### config.mk
export PLATFORM = sky130hd
export DESIGN_NAME = cg_sched
export DESIGN_NICKNAME = d
export VERILOG_FILES = /design/src/rtl/cg_sched.sv
export SDC_FILE = /design/constraint.sdc
export NUM_CORES = 1
export LEC_CHECK = 0
export ABC_AREA = 1
export CORE_ASPECT_RATIO = 0.8
export CORE_MARGIN = 2
export CORE_UTILIZATION = 35
export CTS_CLUSTER_SIZE = 16
export DETAILED_ROUTE_END_ITERATION = 7
export GPL_ROUTABILITY_DRIVEN = 0
export PLACE_DENSITY = 0.6
export SKIP_LAST_GASP = 1
export SYNTH_ARGS = -nofsm -noshare
export SYNTH_HDL_FRONTEND = slang
export SYNTH_SLANG_ARGS = --single-unit
### constraint.sdc
create_clock -name clk -period 3.7 [get_ports clk]
set_input_delay 0.74 -clock clk [delete_from_list [all_inputs] [get_ports clk]]
set_output_delay 0.74 -clock clk [all_outputs]
set_load 0.005 [all_outputs]
### src/rtl/cg_sched.sv
// rtl/cg_sched.sv - clock-gating scheduler: per-bank idle gating with round-robin serialised wake-up
module cg_sched #(
  parameter int N_DOM    = 4,
  parameter int IDLE_W   = 8,
  parameter int WAKE_CYC = 2
) (
  input  logic              clk,
  input  logic              rst,
  input  logic [N_DOM-1:0]  req,
  input  logic [IDLE_W-1:0] idle_thr,
  input  logic              force_on,
  output logic [N_DOM-1:0]  cg_en,
  output logic [N_DOM-1:0]  rdy,
  output logic              wake_busy
);

  localparam int PTR_W = (N_DOM > 1) ? $clog2(N_DOM) : 1;
  localparam int WC_W  = (WAKE_CYC > 0) ? $clog2(WAKE_CYC + 1) : 1;

  typedef enum logic [1:0] {S_OFF, S_WAKE, S_ON} state_t;

  state_t            st   [N_DOM];
  logic [WC_W-1:0]   wcnt [N_DOM];
  logic [IDLE_W-1:0] icnt [N_DOM];
  logic [PTR_W-1:0]  ptr;

  logic [N_DOM-1:0]  cand;
  logic [N_DOM-1:0]  in_wake;
  logic [N_DOM-1:0]  wake_done;
  logic [N_DOM-1:0]  idle_hold;
  logic [N_DOM-1:0]  idle_hit;
  logic              gnt_any;
  logic [PTR_W-1:0]  gnt_idx;
  logic              wake_busy_nx;

  always_comb begin
    for (int i = 0; i < N_DOM; i++) begin
      cand[i]      = (st[i] == S_OFF) && req[i];
      in_wake[i]   = (st[i] == S_WAKE);
      wake_done[i] = in_wake[i] && (wcnt[i] == WC_W'(WAKE_CYC - 1));
      idle_hold[i] = req[i] || force_on || (idle_thr == '0);
      // One extra bit so the +1 never wraps when the counter is saturated.
      idle_hit[i]  = ({1'b0, icnt[i]} + {{IDLE_W{1'b0}}, 1'b1}) >= {1'b0, idle_thr};
    end
  end

  // Scan from the highest offset down so the candidate nearest ptr wins last.
  always_comb begin
    int               idx;
    logic [PTR_W-1:0] sel;
    gnt_any = 1'b0;
    gnt_idx = '0;
    idx     = 0;
    sel     = '0;
    for (int k = N_DOM - 1; k >= 0; k--) begin
      idx = int'(ptr) + k;
      if (idx >= N_DOM) idx = idx - N_DOM;
      sel = PTR_W'(idx);
      if (cand[sel]) begin
        gnt_any = 1'b1;
        gnt_idx = sel;
      end
    end
    if (wake_busy) gnt_any = 1'b0;
  end

  assign wake_busy_nx = gnt_any || |(in_wake & ~wake_done);

  always_ff @(posedge clk) begin
    if (rst) begin
      for (int i = 0; i < N_DOM; i++) begin
        st[i]   <= S_OFF;
        wcnt[i] <= '0;
        icnt[i] <= '0;
      end
      cg_en     <= '0;
      rdy       <= '0;
      wake_busy <= 1'b0;
      ptr       <= '0;
    end else begin
      wake_busy <= wake_busy_nx;
      if (gnt_any) begin
        ptr <= (gnt_idx == PTR_W'(N_DOM - 1)) ? '0 : gnt_idx + 1'b1;
      end
      for (int i = 0; i < N_DOM; i++) begin
        case (st[i])
          S_OFF: begin
            if (gnt_any && (gnt_idx == PTR_W'(i))) begin
              st[i]    <= S_WAKE;
              wcnt[i]  <= '0;
              cg_en[i] <= 1'b1;
            end else begin
              cg_en[i] <= force_on;
            end
            rdy[i] <= 1'b0;
          end
          S_WAKE: begin
            cg_en[i] <= 1'b1;
            if (wake_done[i]) begin
              st[i]   <= S_ON;
              rdy[i]  <= 1'b1;
              wcnt[i] <= '0;
              icnt[i] <= '0;
            end else begin
              wcnt[i] <= wcnt[i] + 1'b1;
            end
          end
          S_ON: begin
            if (idle_hold[i]) begin
              icnt[i] <= '0;
            end else if (idle_hit[i]) begin
              st[i]    <= S_OFF;
              cg_en[i] <= 1'b0;
              rdy[i]   <= 1'b0;
              icnt[i]  <= '0;
            end else if (icnt[i] != '1) begin
              icnt[i] <= icnt[i] + 1'b1;
            end
          end
          default: begin
            st[i]    <= S_OFF;
            cg_en[i] <= 1'b0;
            rdy[i]   <= 1'b0;
          end
        endcase
      end
    end
  end

endmodule

==> results by group, run 1 <==
Clock tree
  • Post-CTS setup repair buffer count: 0
  • Cts repair resizes: 0
  • Max Buffers Root-to-Sink: 2
  • Clock root cell: clkbuf_16
  • TritonCTS clock tree: done
  • Clk_lat worst skew: 340 ps
  • # hold bufs at CTS: 0
  • Htree depth: 3
  • TritonCTS buffer count: 9
  • Clk sinks: 59
  • Clock-pin slew on the worst setup and hold paths: 50 ps

Hold path
  • WHS Path Cells: 2
  • Hold Crit Class: flip-flop to flip-flop

Logic synthesis
  • Ys Warns: 0
  • Syn Area/Cell: ~7.8 um2
  • Most used DFF post-synth: edfxtp_1
  • Post-synth EDFFs: 48
  • Synth top area share: about a third
  • Post-synth cell types: 34
  • Post-Syn Instances: 588
  • FFs w/ async S/R, synth: 0%
  • Synth top area cells: edfxtp_1 32%, ha_1 12%, nand2_1 9.5%
  • Count leader, synth: nand2_1
  • Post-synthesis register bit count: 59
  • Commonest cells post-synth: 115 x nand2_1, 101 x nor2_1, 91 x inv_1
  • Seq/Total Area, Yosys: 36.4%
  • Post-synth top area cell: edfxtp_1
  • Post-Syn Nets: 647
  • Cell area after synthesis: 4560 um2

Setup path
  • WP depth: 16
  • Worst-path fanout max: 8
  • Reg-to-reg setup timing slack: 480 ps
  • CP Launch Point: icnt[1][0]
  • Crit-path max cell delay: 430 ps
  • Reg-to-Reg End: icnt[1][2]
  • Slowest library cell on the worst path: edfxtp_1
  • Crit-path most repeated cell: nand2_1
  • Crit path cell chain: ha_1 > nand2_1 > nor2_1 > inv_1 > nor3b_1 > nor2_1 > ha_1 > a21o_1 > nand3_2 > nand2_2 > nor2_4 > nand3_2 > nand2_1 > nand2_1 > nor2_2 > nand3_1
  • Top Family by Delay on Critical Path: simple AND/OR/NAND/NOR gates
  • CP Buf/Inv Count: 1
  • CP Data Required Time: 3680 ps
  • Worst R2R Path Depth: 16
  • Startpoint Class: flip-flop
  • Critical path destination: icnt[1][2]
  • RR Startpoint: icnt[1][0]
  • Critical path capture point type: flip-flop
  • Crit Path Category: flip-flop to flip-flop
  • CP Data Arrival Time: 3200 ps

Global routing
  • First-pass GRT wire length: between 15000 and 20000 um
  • Tot GR Track Use: 15.2%
  • Initial antenna violation count: 0
  • Vias in the first global route: 3696
  • Largest net degree at the start of global routing: 16
  • Grt ovf: 0

Detailed routing
  • DRT antenna net count: 0
  • DR vias/cell: 4.72
  • TritonRoute pass-1 iters: 4
  • Post-route DRC: 0
  • DR WL/cell: approximately 12 um
  • Vias: 3768
  • Iter 0 DRT Violations: 223
  • Final WL: a little under 10000 um

Floorplan
  • Die height: 106 um
  • Starting Density: 35.7%
  • CORE AREA: about 13000 um2
  • DIE WIDTH: approximately 130 um
  • Io pins: 24
  • Die ar.: between 10000 and 15000 um2
  • Row cnt: 37

STA
  • Final setup TNS: 0 ps
  • Tmin final: 3220 ps
  • Period utilization: 87.1%
  • Fin. Hold Viols: 0
  • FMAX: roughly 0.31 GHz
  • Final count of negative-setup-slack endpoints: 0
  • Setup Skew: 7.41 ps
  • Max-slew violations: 0
  • RSZ-0062 raised after global routing: false
  • Slew at the pin closest to its max-slew limit: 501 ps
  • Normalized max-slew margin: 66.6%

Cells and area
  • Ant diodes: 0
  • Syn-to-layout area delta: 15.0%
  • Layout cells sized above 1: 11.2%
  • Fin cells: 799
  • Final nets: 678
  • FILL cells: 1327

Pwr
  • Power Total: 2.88 mW
  • Pleak: 2.46 nW
  • PwrDens: 549 nW/um2
  • Max IR drop VDD: 0.238 mV

Run
  • Max-cap violations: 0

Placement
  • Placed cells: 783
  • IO buf count: 23
  • DP Wirelength: 8000 um

Run status
  • Status: finished, final reports clean
tightest hold or removal path: stages, from the launching register on:
cell and delay, ps:
dfxtp_1 310, nand3_1 70, nand2_1 50
how the worst min path moves through the flow:
| stage | from | to | slack, ps |
|---|---|---|---|
| finish | rdy[3] | rdy[3] | 480 |
| global route | rdy[3] | rdy[3] | 500 |
| CTS | rdy[3] | rdy[3] | 490 |
| detailed placement | rdy[3] | rdy[3] | 470 |
| global placement | rdy[3] | rdy[3] | 470 |
| floorplan | rdy[3] | rdy[3] | 460 |
layer usage:
metal	part of all wire, %	up-vias	global-route usage (%)	wire length [um]
met2	44	55	25.2	4280
met5	0	-	0	0
met1	51	1724	19.8	5010
met4	1.7	0	4.97	162
met3	3.2	10	3.43	309
li1	-	1979	-	-
layout by cell type (no fill, tap or decap), drive strengths merged, types with 3 or more instances in the layout:
cell type / n
nand3: 65
inv: 95
nand2: 129
clkdlybuf4s50: 23
o21ai: 3
edfxtp: 48
a21oi: 19
xnor2: 3
ha: 44
nor3: 15
nor2: 116
dfxtp: 11
nand4: 13
clkbuf: 15
a21o: 6
xor2: 10
through the flow:
step	hold slack (ps)	utilization [%]	setup slack, ps	cell area [um2]
finish	476	41.0	476	5250
global route	496	41.0	153	5250
CTS	487	41.0	471	5250
detailed placement	470	39.1	400	4990
global placement	475	39.1	462	4990
floorplan	458	-	946	4560
final cells by class:
cell class	instances	area, um2	area share, %
clock buffer	15	248	4.72
clock inverter	1	5.00	0.0954
tap	175	219	4.17
timing repair buffer	25	245	4.68
multi-input combinational	429	2510	47.8
inverter	95	359	6.85
sequential	59	1660	31.7
kinds of logic after synthesis:
group | count (synthesis) | synth area share (%)
fa+ha+maj | 44 | 12.1
simple gates | 341 | 36.3
compound gates | 31 | 4.11
buf+inv | 100 | 8.61
flops | 59 | 36.4
xor+xnor | 13 | 2.50
flip-flops by register name, summed over array words and instances (netlist names):
name and count:
st 8, cg_en 4, wake_busy 1, icnt 32, ptr 2, wcnt 8, rdy 4
power by group:
part / internal [mW] / switching, mW
Clock: 0.451 / 0.269
Sequential: 0.897 / 0.123
Combinational: 0.423 / 0.717
Power figures use the tool's default switching activity.
==> run 2, diff against run 1 <==
- PLACE_DENSITY: 0.6 -> 0.62
- clock period: 3.7 -> 2.7 ns (I/O delays scaled with it)
==> run 2 against run 1 <==
Compared with the run above:
- die area unchanged
- sequential share of layout area down 5.7 points
- register-to-register slack worse by 420 ps
- setup slack worse by 420 ps
- total power up 59%
- fmax up 22%
- design area up 22%
==> results by group, run 2 (synthesized netlist as in run 1, its figures left out) <==
Run status
  • Status: finished, final reports clean

Floorplan
  • CORE AREA: 12800 um2 (unchanged)
  • Die height: 106 um (unchanged)
  • DIE WIDTH: 132 um (unchanged)
  • Io pins: 24 (unchanged)
  • Die ar.: 14000 um2 (unchanged)
  • Row cnt: 37 (unchanged)
  • Starting Density: 35.7% (unchanged)

Setup path
  • Crit Path Category: flip-flop to flip-flop
  • Critical path capture point type: flip-flop
  • CP Data Required Time: 2730 ps (-950 ps)
  • CP Data Arrival Time: 2670 ps (-530 ps)
  • Worst R2R Path Depth: 15 (-1)
  • Reg-to-reg setup timing slack: 60 ps (-420 ps)
  • RR Startpoint: icnt[0][0]
  • Worst-path fanout max: 8 (unchanged)
  • Startpoint Class: flip-flop
  • Reg-to-Reg End: icnt[0][7]

Detailed routing
  • TritonRoute pass-1 iters: 5 (+1)
  • Final WL: 11300 um (+15%)
  • Post-route DRC: 0 (unchanged)
  • Iter 0 DRT Violations: 199 (-11%)
  • Vias: 4092 (+8.6%)
  • DRT antenna net count: 0 (unchanged)
  • DR vias/cell: 4.74 (+0.55%)
  • DR WL/cell: 13.0 um (+6.7%)

Placement
  • Placed cells: 825 (+5.4%)
  • IO buf count: 23 (unchanged)
  • DP Wirelength: 8160 um (+1.9%)
  • Pre-CTS WS: -192 ps (-591 ps)

Run
  • Max-cap violations: 0 (unchanged)

STA
  • Normalized max-slew margin: 70.5% (+4.0 points)
  • Slack of the critical path: 60.7 ps (-415 ps)
  • RSZ-0062 raised after global routing: true
  • Fin. Hold Viols: 0 (unchanged)
  • Final count of negative-setup-slack endpoints: 0 (unchanged)
  • Max-slew violations: 0 (unchanged)
  • Period utilization: 97.8% (+11 points)
  • Tmin final: 2640 ps (-585 ps)
  • Slew at the pin closest to its max-slew limit: 442 ps (-59.4 ps)
  • Final setup TNS: 0 ps (unchanged)
  • FMAX: 0.379 GHz (+22%)
  • Setup Skew: 5.65 ps (-1.76 ps)

Hold path
  • WHS Path Cells: 2 (unchanged)
  • Worst hold endpoint: rdy[3]
  • Hold Crit Class: flip-flop to flip-flop
  • Hold Crit Start: rdy[3]

Cells and area
  • Final nets: 742 (+9.4%)
  • Commonest cells after routing, fill and taps aside: 101 x nand2_1, 86 x inv_1, 76 x nor2_1
  • Commonest non-fill, non-tap cell in the layout: nand2_1
  • Fin cells: 863 (+8.0%)
  • Largest registers: icnt (32), st (8), wcnt (8)
  • Largest Register: icnt
  • Final Util: 50.0% (+8.9 points)
  • Max FFs per register: 32 (unchanged)
  • Ant diodes: 0 (unchanged)
  • FILL cells: 1182 (-11%)
  • Layout cells sized above 1: 33.0% (+22 points)
  • Syn-to-layout area delta: 40.0%

Global routing
  • First-pass GRT wire length: 18200 um (+6.9%)
  • Grt ovf: 0 (unchanged)
  • Tot GR Track Use: 16.0% (+0.75 points)
  • Largest net degree at the start of global routing: 14 (-2)
  • Vias in the first global route: 3995 (+8.1%)
  • Initial antenna violation count: 0 (unchanged)

Pwr
  • Pleak: 2.88 nW (+17%)
  • PwrDens: 716 nW/um2 (+30%)
  • Max IR drop VDD: 0.344 mV (+45%)

Clock tree
  • # hold bufs at CTS: 0 (unchanged)
  • Clk_lat worst skew: 330 ps (about the same)
  • Htree depth: 3 (unchanged)
  • Max Buffers Root-to-Sink: 2 (unchanged)
  • TritonCTS clock tree: done
  • TritonCTS buffer count: 9 (unchanged)
  • Clock root cell: clkbuf_16
  • Clock-pin slew on the worst setup and hold paths: 50 ps (about the same)
  • Clk sinks: 59 (unchanged)
==> run 2: repair_timing <==
action / 4_1_cts / 5_1_grt
buffers inserted: 6 / 17
pin swaps: 16 / 52
endpoints found under the setup margin: 48 / 69
resized for setup: 34 / 90
==> run 2: how the worst max path moves through the flow <==
| stage | from | end | slack [ps] | cells after the start |
|---|---|---|---|---|
| floorplan | icnt[1][0] | icnt[1][0] | 40 | 16 |
| global placement | idle_thr[2] | icnt[3][2] | -120 | 12 |
| detailed placement | icnt[3][0] | icnt[3][2] | -190 | 17 |
| CTS | icnt[3][0] | icnt[3][2] | -10 | 17 |
| global route | icnt[2][0] | icnt[2][2] | -120 | 18 |
| finish | icnt[0][0] | icnt[0][7] | 60 | 15 |
==> run 2: critical path, cell delays in order, from the launching register on <==
cell	delay (ps)
edfxtp_1	370
ha_2	200
nand2_2	70
nor2_4	130
inv_2	70
nor2_4	120
buf_6	120
nor2_4	40
ha_4	240
a21o_1	190
nor2_2	110
nor2_2	60
nor2_4	150
buf_6	130
nand4_4	130
nand3_4	200
==> run 2: layout make-up <==
| cell class | instances | area [um2] | share of cell area [%] |
|---|---|---|---|
| Clock buffer | 12 | 246 | 3.86 |
| Clock inverter | 4 | 73.8 | 1.16 |
| Inverter | 95 | 362 | 5.66 |
| Multi-Input combinational cell | 429 | 3060 | 47.8 |
| Sequential cell | 59 | 1660 | 26.0 |
| Tap cell | 175 | 219 | 3.43 |
| Timing Repair Buffer | 89 | 768 | 12.0 |
==> run 2: report_power, final <==
part           switching (mW)  internal, mW  total [mW]
sequential              0.181          1.23        1.41
clock                   0.408         0.833        1.24
combinational            1.14         0.785        1.92
==> run 2: metal layers <==
metal	up-vias	GRT usage [%]	share of wire, %	wire, um
met3	16	3.53	3.1	350
li1	2111	-	-	-
met2	55	27.4	48	5430
met1	1910	20.1	47	5310
met4	0	5.36	1.5	172
met5	-	0	0	0
==> run 2: per-stage QoR <==
stage	hold WS, ps	power, mW	area (um2)
2_1_floorplan	458	2.57	4570
3_3_place_gp	462	3.01	5320
3_5_place_dp	463	3.07	5320
4_1_cts	471	4.38	5830
5_1_grt	512	4.91	6390
6_report	463	4.57	6390
